### config.mk
export PLATFORM = sky130hd
export DESIGN_NAME = ex_stage
export DESIGN_NICKNAME = d
export VERILOG_FILES = /design/src/rtl/ex_pkg.sv /design/src/rtl/ex_stage_mul_div.sv /design/src/rtl/ex_stage.sv
export SDC_FILE = /design/constraint.sdc
export NUM_CORES = 2
export LEC_CHECK = 0
export ABC_CLOCK_PERIOD_IN_PS = 23600
export CAP_MARGIN = 20
export CELL_PAD_IN_SITES_DETAIL_PLACEMENT = 1
export CELL_PAD_IN_SITES_GLOBAL_PLACEMENT = 2
export CORE_MARGIN = 2
export CORE_UTILIZATION = 38
export CTS_CLUSTER_SIZE = 40
export DETAILED_ROUTE_END_ITERATION = 12
export PLACE_DENSITY_LB_ADDON = 0.1
export SYNTH_ARGS = -nofsm -noshare
export SYNTH_HDL_FRONTEND = slang
export SYNTH_SLANG_ARGS = --single-unit
### constraint.sdc
create_clock -name CLK -period 23.6 [get_ports CLK]
set_input_delay 3.54 -clock CLK [delete_from_list [all_inputs] [get_ports CLK]]
set_output_delay 3.54 -clock CLK [all_outputs]
set_load 0.02 [all_outputs]
### src/rtl/ex_pkg.sv
// rtl/ex_pkg.sv - ALU op codes, forwarding selects and MD FSM encoding for the EX stage
// Contents:
//   OP_*     4-bit operation codes driven on ex_stage.alu_op
//   FWD_*    2-bit operand selects driven on ex_stage.forward_a/b
//   MD_*     state encoding of the iterative multiply/divide FSM
//   is_md_op helper that flags the multi-cycle operations
package ex_pkg;

  typedef logic [3:0] alu_op_t;

  localparam alu_op_t OP_ADD  = 4'd0;
  localparam alu_op_t OP_SUB  = 4'd1;
  localparam alu_op_t OP_AND  = 4'd2;
  localparam alu_op_t OP_OR   = 4'd3;
  localparam alu_op_t OP_XOR  = 4'd4;
  localparam alu_op_t OP_NOR  = 4'd5;
  localparam alu_op_t OP_SLT  = 4'd6;
  localparam alu_op_t OP_SLTU = 4'd7;
  localparam alu_op_t OP_SLL  = 4'd8;
  localparam alu_op_t OP_SRL  = 4'd9;
  localparam alu_op_t OP_SRA  = 4'd10;
  localparam alu_op_t OP_LUI  = 4'd11;
  localparam alu_op_t OP_MFHI = 4'd12;
  localparam alu_op_t OP_MFLO = 4'd13;
  // The 4-bit code space holds only two multi-cycle codes. MULT/DIV
  // instructions carry no shift amount, so the decoder sets shamt[0] to
  // select the unsigned form (MULTU/DIVU) and clears it for the signed form.
  localparam alu_op_t OP_MULT = 4'd14;
  localparam alu_op_t OP_DIV  = 4'd15;

  localparam logic [1:0] FWD_REG = 2'b00;
  localparam logic [1:0] FWD_WB  = 2'b01;
  localparam logic [1:0] FWD_MEM = 2'b10;

  localparam logic [1:0] MD_IDLE = 2'd0;
  localparam logic [1:0] MD_BUSY = 2'd1;
  localparam logic [1:0] MD_DONE = 2'd2;

  function automatic logic is_md_op(input alu_op_t op);
    return (op == OP_MULT) || (op == OP_DIV);
  endfunction

endpackage

### src/rtl/ex_stage_mul_div.sv
// rtl/ex_stage_mul_div.sv - iterative radix-2 multiply/divide unit owning HI/LO
// Ports:
//   clk, rst       clock, asynchronous active-high reset
//   start          MULT/DIV present in EX (only acted on in IDLE)
//   is_div         1: divide, 0: multiply
//   is_unsigned    1: MULTU/DIVU, 0: signed forms
//   op_a, op_b     forwarded operands, latched on start
//   busy           combinational stall request (start in IDLE, or BUSY)
//   done           high for the single DONE cycle
//   hi, lo         architectural HI/LO registers
module mul_div_unit #(
  parameter int DATA_W    = 32,
  parameter int MD_CYCLES = 32
) (
  input  logic              clk,
  input  logic              rst,
  input  logic              start,
  input  logic              is_div,
  input  logic              is_unsigned,
  input  logic [DATA_W-1:0] op_a,
  input  logic [DATA_W-1:0] op_b,
  output logic              busy,
  output logic              done,
  output logic [DATA_W-1:0] hi,
  output logic [DATA_W-1:0] lo
);
  import ex_pkg::*;

  // Enough radix-2 steps per BUSY cycle to finish DATA_W bits in MD_CYCLES.
  localparam int STEPS = (DATA_W + MD_CYCLES - 1) / MD_CYCLES;
  localparam int CNT_W = (MD_CYCLES > 1) ? $clog2(MD_CYCLES) : 1;
  localparam int BIT_W = $clog2(DATA_W + 1);

  logic [1:0]          state;
  logic [CNT_W-1:0]    count;
  logic [BIT_W-1:0]    bits_left;
  // Multiply: {partial product, multiplier}. Divide: {remainder, quotient}.
  logic [2*DATA_W-1:0] acc;
  logic [DATA_W-1:0]   opb;
  logic [DATA_W-1:0]   dividend;
  logic                div_mode;
  logic                neg_lo;
  logic                neg_hi;
  logic                zero_div;

  logic                sign_a;
  logic                sign_b;
  logic [DATA_W-1:0]   mag_a;
  logic [DATA_W-1:0]   mag_b;
  logic [2*DATA_W-1:0] acc_next;
  logic [BIT_W-1:0]    bits_next;
  logic [2*DATA_W-1:0] prod;
  logic [DATA_W-1:0]   res_hi;
  logic [DATA_W-1:0]   res_lo;

  // The core works on magnitudes; signs are restored once in DONE.
  assign sign_a = !is_unsigned && op_a[DATA_W-1];
  assign sign_b = !is_unsigned && op_b[DATA_W-1];
  assign mag_a  = sign_a ? -op_a : op_a;
  assign mag_b  = sign_b ? -op_b : op_b;

  function automatic logic [2*DATA_W-1:0] md_step(input logic [2*DATA_W-1:0] a,
                                                   input logic [DATA_W-1:0]   b,
                                                   input logic                div);
    logic [DATA_W:0]     part;
    logic [2*DATA_W-1:0] r;
    r = a;
    if (div) begin
      // Restoring division: shift next dividend bit into the remainder.
      part = {a[2*DATA_W-1:DATA_W], a[DATA_W-1]};
      r[DATA_W-1:0] = {a[DATA_W-2:0], 1'b0};
      if (part >= {1'b0, b}) begin
        part = part - {1'b0, b};
        r[0] = 1'b1;
      end
      r[2*DATA_W-1:DATA_W] = part[DATA_W-1:0];
    end else begin
      // Shift-add: the carry out of the upper half shifts back in from the top.
      part = {1'b0, a[2*DATA_W-1:DATA_W]} + (a[0] ? {1'b0, b} : {(DATA_W+1){1'b0}});
      r = {part, a[DATA_W-1:1]};
    end
    return r;
  endfunction

  always_comb begin
    acc_next  = acc;
    bits_next = bits_left;
    for (int i = 0; i < STEPS; i++) begin
      if (bits_next != '0) begin
        acc_next  = md_step(acc_next, opb, div_mode);
        bits_next = bits_next - BIT_W'(1);
      end
    end
  end

  always_comb begin
    prod   = neg_lo ? -acc : acc;
    res_hi = prod[2*DATA_W-1:DATA_W];
    res_lo = prod[DATA_W-1:0];
    if (div_mode) begin
      if (zero_div) begin
        res_hi = dividend;
        res_lo = '1;
      end else begin
        res_lo = neg_lo ? -acc[DATA_W-1:0] : acc[DATA_W-1:0];
        res_hi = neg_hi ? -acc[2*DATA_W-1:DATA_W] : acc[2*DATA_W-1:DATA_W];
      end
    end
  end

  always_ff @(posedge clk or posedge rst) begin
    if (rst) begin
      state     <= MD_IDLE;
      count     <= '0;
      bits_left <= '0;
      acc       <= '0;
      opb       <= '0;
      dividend  <= '0;
      div_mode  <= 1'b0;
      neg_lo    <= 1'b0;
      neg_hi    <= 1'b0;
      zero_div  <= 1'b0;
      hi        <= '0;
      lo        <= '0;
    end else begin
      case (state)
        MD_IDLE: begin
          if (start) begin
            state     <= MD_BUSY;
            count     <= CNT_W'(MD_CYCLES - 1);
            bits_left <= BIT_W'(DATA_W);
            acc       <= {{DATA_W{1'b0}}, mag_a};
            opb       <= mag_b;
            dividend  <= op_a;
            div_mode  <= is_div;
            // Product and quotient negate on differing signs; the
            // remainder follows the dividend.
            neg_lo    <= sign_a ^ sign_b;
            neg_hi    <= sign_a;
            zero_div  <= is_div && (op_b == '0);
          end
        end
        MD_BUSY: begin
          acc       <= acc_next;
          bits_left <= bits_next;
          if (count == '0) begin
            state <= MD_DONE;
          end else begin
            count <= count - CNT_W'(1);
          end
        end
        MD_DONE: begin
          hi    <= res_hi;
          lo    <= res_lo;
          state <= MD_IDLE;
        end
        default: state <= MD_IDLE;
      endcase
    end
  end

  // Gated by rst so the front end is released the instant reset asserts,
  // even while a MULT/DIV is still presented in EX.
  assign busy = !rst && (((state == MD_IDLE) && start) || (state == MD_BUSY));
  assign done = (state == MD_DONE);

endmodule

### src/rtl/ex_stage.sv
// rtl/ex_stage.sv - MIPS execute stage: forwarding, ALU, MULT/DIV and EX/MEM register
// Ports:
//   CLK, RST                       clock, asynchronous active-high reset
//   control_wb_in, mem_read_in,
//   mem_write_in                   controls carried to MEM/WB
//   alu_op, alu_src, reg_dst       operation, B=imm select, dest=rd select
//   read_data_1/2, imm_ext, shamt  operands
//   rt, rd                         destination candidates
//   forward_a/b, mem_fwd_data,
//   wb_fwd_data                    forwarding selects and sources
//   *_out                          EX/MEM pipeline register
//   stall_out                      combinational freeze of PC, IF/ID, ID/EX
module ex_stage #(
  parameter int DATA_W    = 32,
  parameter int REG_W     = 5,
  parameter int MD_CYCLES = 32
) (
  input  logic              CLK,
  input  logic              RST,
  input  logic [1:0]        control_wb_in,
  input  logic              mem_read_in,
  input  logic              mem_write_in,
  input  logic [3:0]        alu_op,
  input  logic              alu_src,
  input  logic              reg_dst,
  input  logic [DATA_W-1:0] read_data_1,
  input  logic [DATA_W-1:0] read_data_2,
  input  logic [DATA_W-1:0] imm_ext,
  input  logic [4:0]        shamt,
  input  logic [REG_W-1:0]  rt,
  input  logic [REG_W-1:0]  rd,
  input  logic [1:0]        forward_a,
  input  logic [1:0]        forward_b,
  input  logic [DATA_W-1:0] mem_fwd_data,
  input  logic [DATA_W-1:0] wb_fwd_data,
  output logic [1:0]        control_wb_out,
  output logic              mem_read_out,
  output logic              mem_write_out,
  output logic [DATA_W-1:0] alu_result_out,
  output logic [DATA_W-1:0] write_data_out,
  output logic [REG_W-1:0]  write_reg_out,
  output logic              stall_out
);
  import ex_pkg::*;

  logic [DATA_W-1:0] fwd_a;
  logic [DATA_W-1:0] fwd_b;
  logic [DATA_W-1:0] alu_b;
  logic [DATA_W-1:0] alu_y;
  logic [DATA_W-1:0] hi;
  logic [DATA_W-1:0] lo;
  logic              md_op;
  logic              md_busy;
  logic              md_done;

  always_comb begin
    case (forward_a)
      FWD_WB:  fwd_a = wb_fwd_data;
      FWD_MEM: fwd_a = mem_fwd_data;
      default: fwd_a = read_data_1;
    endcase
  end

  always_comb begin
    case (forward_b)
      FWD_WB:  fwd_b = wb_fwd_data;
      FWD_MEM: fwd_b = mem_fwd_data;
      default: fwd_b = read_data_2;
    endcase
  end

  assign alu_b = alu_src ? imm_ext : fwd_b;
  assign md_op = is_md_op(alu_op);

  mul_div_unit #(
    .DATA_W    (DATA_W),
    .MD_CYCLES (MD_CYCLES)
  ) u_mul_div (
    .clk         (CLK),
    .rst         (RST),
    .start       (md_op),
    .is_div      (alu_op == OP_DIV),
    .is_unsigned (shamt[0]),
    .op_a        (fwd_a),
    .op_b        (fwd_b),
    .busy        (md_busy),
    .done        (md_done),
    .hi          (hi),
    .lo          (lo)
  );

  assign stall_out = md_busy;

  always_comb begin
    alu_y = '0;
    case (alu_op)
      OP_ADD:  alu_y = fwd_a + alu_b;
      OP_SUB:  alu_y = fwd_a - alu_b;
      OP_AND:  alu_y = fwd_a & alu_b;
      OP_OR:   alu_y = fwd_a | alu_b;
      OP_XOR:  alu_y = fwd_a ^ alu_b;
      OP_NOR:  alu_y = ~(fwd_a | alu_b);
      OP_SLT:  alu_y = {{(DATA_W-1){1'b0}}, ($signed(fwd_a) < $signed(alu_b))};
      OP_SLTU: alu_y = {{(DATA_W-1){1'b0}}, (fwd_a < alu_b)};
      OP_SLL:  alu_y = alu_b << shamt;
      OP_SRL:  alu_y = alu_b >> shamt;
      OP_SRA:  alu_y = $signed(alu_b) >>> shamt;
      OP_LUI:  alu_y = alu_b << 16;
      OP_MFHI: alu_y = hi;
      OP_MFLO: alu_y = lo;
      default: alu_y = '0;
    endcase
  end

  always_ff @(posedge CLK or posedge RST) begin
    if (RST) begin
      control_wb_out <= '0;
      mem_read_out   <= 1'b0;
      mem_write_out  <= 1'b0;
      alu_result_out <= '0;
      write_data_out <= '0;
      write_reg_out  <= '0;
    end else if (stall_out) begin
      // Bubble while the multi-cycle unit holds the pipeline.
      control_wb_out <= '0;
      mem_read_out   <= 1'b0;
      mem_write_out  <= 1'b0;
      alu_result_out <= '0;
      write_data_out <= '0;
      write_reg_out  <= '0;
    end else begin
      // A retiring MULT/DIV only updates HI/LO, so it must not write back
      // or touch memory whatever the decoder drove.
      control_wb_out <= md_done ? 2'b00 : control_wb_in;
      mem_read_out   <= mem_read_in && !md_done;
      mem_write_out  <= mem_write_in && !md_done;
      alu_result_out <= alu_y;
      write_data_out <= fwd_b;
      write_reg_out  <= reg_dst ? rd : rt;
    end
  end

endmodule

==> impl_metrics.yaml <==
status:
  status: "finished clean"
detailed_routing:
  vias_per_cell: 6.418
  ant_nets: 0
  drt_pre_antenna_iters: 6
  vias: 32670
  drtIter0Drc: 3379
  wirelength_mm: 159.3
  wire_per_inst_microns: 31.30
  drc: 0
clock_tree:
  cts_tree: "built"
  cts_setup_buffers: 0
  cts_resized: 0
  clk_latency_ns: 0.60
  clk_pin_slew_worst_paths_ns: 0.05
  root_buffer: "clkbuf_16"
  cts_buffers: 38
  clockBufferDepth: 3
  htreeDepth: 2
  clock-sinks: 282
  cts_hold_buf: 0
logic_synthesis:
  yosysTopAreaCellShare: 0.2376
  synth_edf_count: 0
  ys_seq_area_frac: 0.2376
  synth_nets: 4315
  yosysUniqueCellTypes: 90
  syn_area_per_cell_sq_um: 7.535
  ys_async_sr_fraction: 1.000
  synth_seq_cells: 282
  yosys_warnings: 0
  syn_area_sq_um: 29700
  ys_top_cells_by_area: "dfrtp_1 (24%), ha_1 (7.5%), o21ai_0 (6.6%)"
  ys.flop_type: "dfrtp_1"
  synthCells: 3942
  synth_area_leader_cell: "dfrtp_1"
sta:
  period_minus_slack_ns: 10.34
  fmax_mhz: 96.69
  whs_ns: 0.4797
  slew_violations: 0
  fin_ws_ns: 13.26
  hold_violations: 0
  tns_ns: 0
  period_share: 0.4382
  setup_viol: 0
  slew_headroom: 0.2007
  tightest_slew_ns: 1.199
  skew_ns: 0.04440
  rsz0062_at_grt: "no"
power:
  p_per_area_nw_per_um2: 113.1
  power.static_leakage_nw: 14.33
  ir_worst_vdd_mv: 0.07297
floorplan:
  fp.dieW_microns: 283.6
  initial_utilization: 0.3834
  std_cell_rows: 102
  core_sq_um: 77470
  num_io_pins: 265
  die_area_sq_um: 80420
  chipHeight_microns: 283.6
run:
  cap_violations: 0
global_route:
  grt_max_degree: 147
  grt_use_total: 0.3838
  grt_pass1_wl_mm: 229.0
  grt-ovfl-total: 0
  antenna_found_initial: 7
  grt_pass1_vias: 31940
cells_and_area:
  fin_nets: 4392
  instances_no_fill: 5090
  syn2layout_area_growth_pct: 16.38
  n_fill_cell: 9497
  most-common-layout-cells: "nand2_1 (435), o21ai_0 (391), nor2_1 (377)"
  final_layout_size_suffix_gt1_frac: 0.07515
  multi_input_area_sq_um: 20850
  regArea_sq_um: 7062
  final_common_cell: "nand2_1"
  final_area_sq_um: 34570
place:
  preCtsSetupSlack_ns: 13.38
  place_hpwl_mm: 122.5
  routabilityCongestion: 1.002
  io_buffers: 264
  dpl-instance-area_sq_um: 33220
  dp_cells: 5017
setup_path:
  critPathKind: "input pin to output pin"
  arrival_ns: 6.80
  end_kind: "output pin"
  cp_max_fo: 35
  worstPathRequired_ns: 20.06
  startpoint: "alu_op[2]"
  r2r_start: "u_mul_div.acc[0]"
  worstSetupStartpointType: "input pin"
min_path:
  min-delay-start: "u_mul_div.hi[16]"
  hold_class: "flop to flop"
-- cell type report --
class,count,area share
inverter,175,0.01922
antenna,5,0.0003620
timing repair buffer,359,0.09726
multi-input combinational,3163,0.6033
sequential,282,0.2043
clock inverter,13,0.005900
tap,1040,0.03764
clock buffer,53,0.03207
-- metrics by stage --
step	util	total power [mW]
3_5_place_dp	0.4288	3.231
6_report	0.4462	3.910
4_1_cts	0.4457	3.879
5_1_grt	0.4461	4.176
3_3_place_gp	0.4286	3.201
2_1_floorplan	-	2.446
-- final timing paths --
path                                      end  slack (ns)  cells after the start
min in group asynchronous  alu_result_out[16]        3.57                      2
min                          u_mul_div.hi[16]        0.48                      2
max reg2reg                 u_mul_div.acc[61]       19.09                     14
max in group asynchronous    u_mul_div.neg_lo       17.85                      4
min reg2reg                  u_mul_div.hi[16]        0.48                      2
max                                 stall_out       13.26                      7
-- critical path: stages --
cell and delay [ns]:
clkdlybuf4s50_1 0.84, nand2_1 0.21, nor2_1 0.50, nor2_1 0.14, nor3_2 0.31, buf_4 0.48, clkdlybuf4s50_1 0.71
-- report_power, final --
part	internal (mW)	switching (mW)	total, mW
sequential	0.635	0.231	0.866
combinational	0.919	1.49	2.41
clock	0.381	0.251	0.633
total	1.94	1.98	3.91
-- synth_stat cells, types with 43 or more instances --
cell      number
nand2_1      437
o21ai_0      393
nor2_1       379
a21oi_1      335
dfrtp_1      282
clkbuf_1     276
ha_1         178
inv_1        170
mux2i_1      133
xnor2_1      124
a22oi_1       82
xor2_1        82
nor3_1        77
nand3_1       67
nand2b_1      55
o31ai_1       54
a211oi_1      50
a31oi_1       50
a221oi_1      44
mux4_2        43
-- kinds of logic (layout without fill, tap and decap cells) --
kind of cell,Yosys count,after routing,share of synthesized area
AND/OR/NAND/NOR,1231,1231,0.1885
flip-flops,282,282,0.2376
multiplexers,188,188,0.08197
XOR/XNOR,206,206,0.06074
other,0,5,0
buffers and inverters,497,600,0.06361
AO/OA/AOI/OAI,1356,1356,0.2899
adder cells (fa/ha/maj),182,182,0.07768
-- metal layers --
layer | global-route usage | share of wire
met2 | 0.5899 | 0.44
met1 | 0.5138 | 0.42
met5 | 0 | 0.00036
met3 | 0.07605 | 0.086
met4 | 0.1886 | 0.058
-- flip-flops by register name, summed over array words and instances (netlist names) --
signal	flops
mem_write_out	1
u_mul_div.bits_left	6
write_data_out	32
u_mul_div.div_mode	1
u_mul_div.opb	32
u_mul_div.hi	32
alu_result_out	32
u_mul_div.neg_lo	1
u_mul_div.lo	32
u_mul_div.state	2
u_mul_div.dividend	32
write_reg_out	5
mem_read_out	1
u_mul_div.count	5
u_mul_div.acc	64
control_wb_out	2
u_mul_div.neg_hi	1
u_mul_div.zero_div	1
No activity file was read; power rests on OpenSTA's default activity.
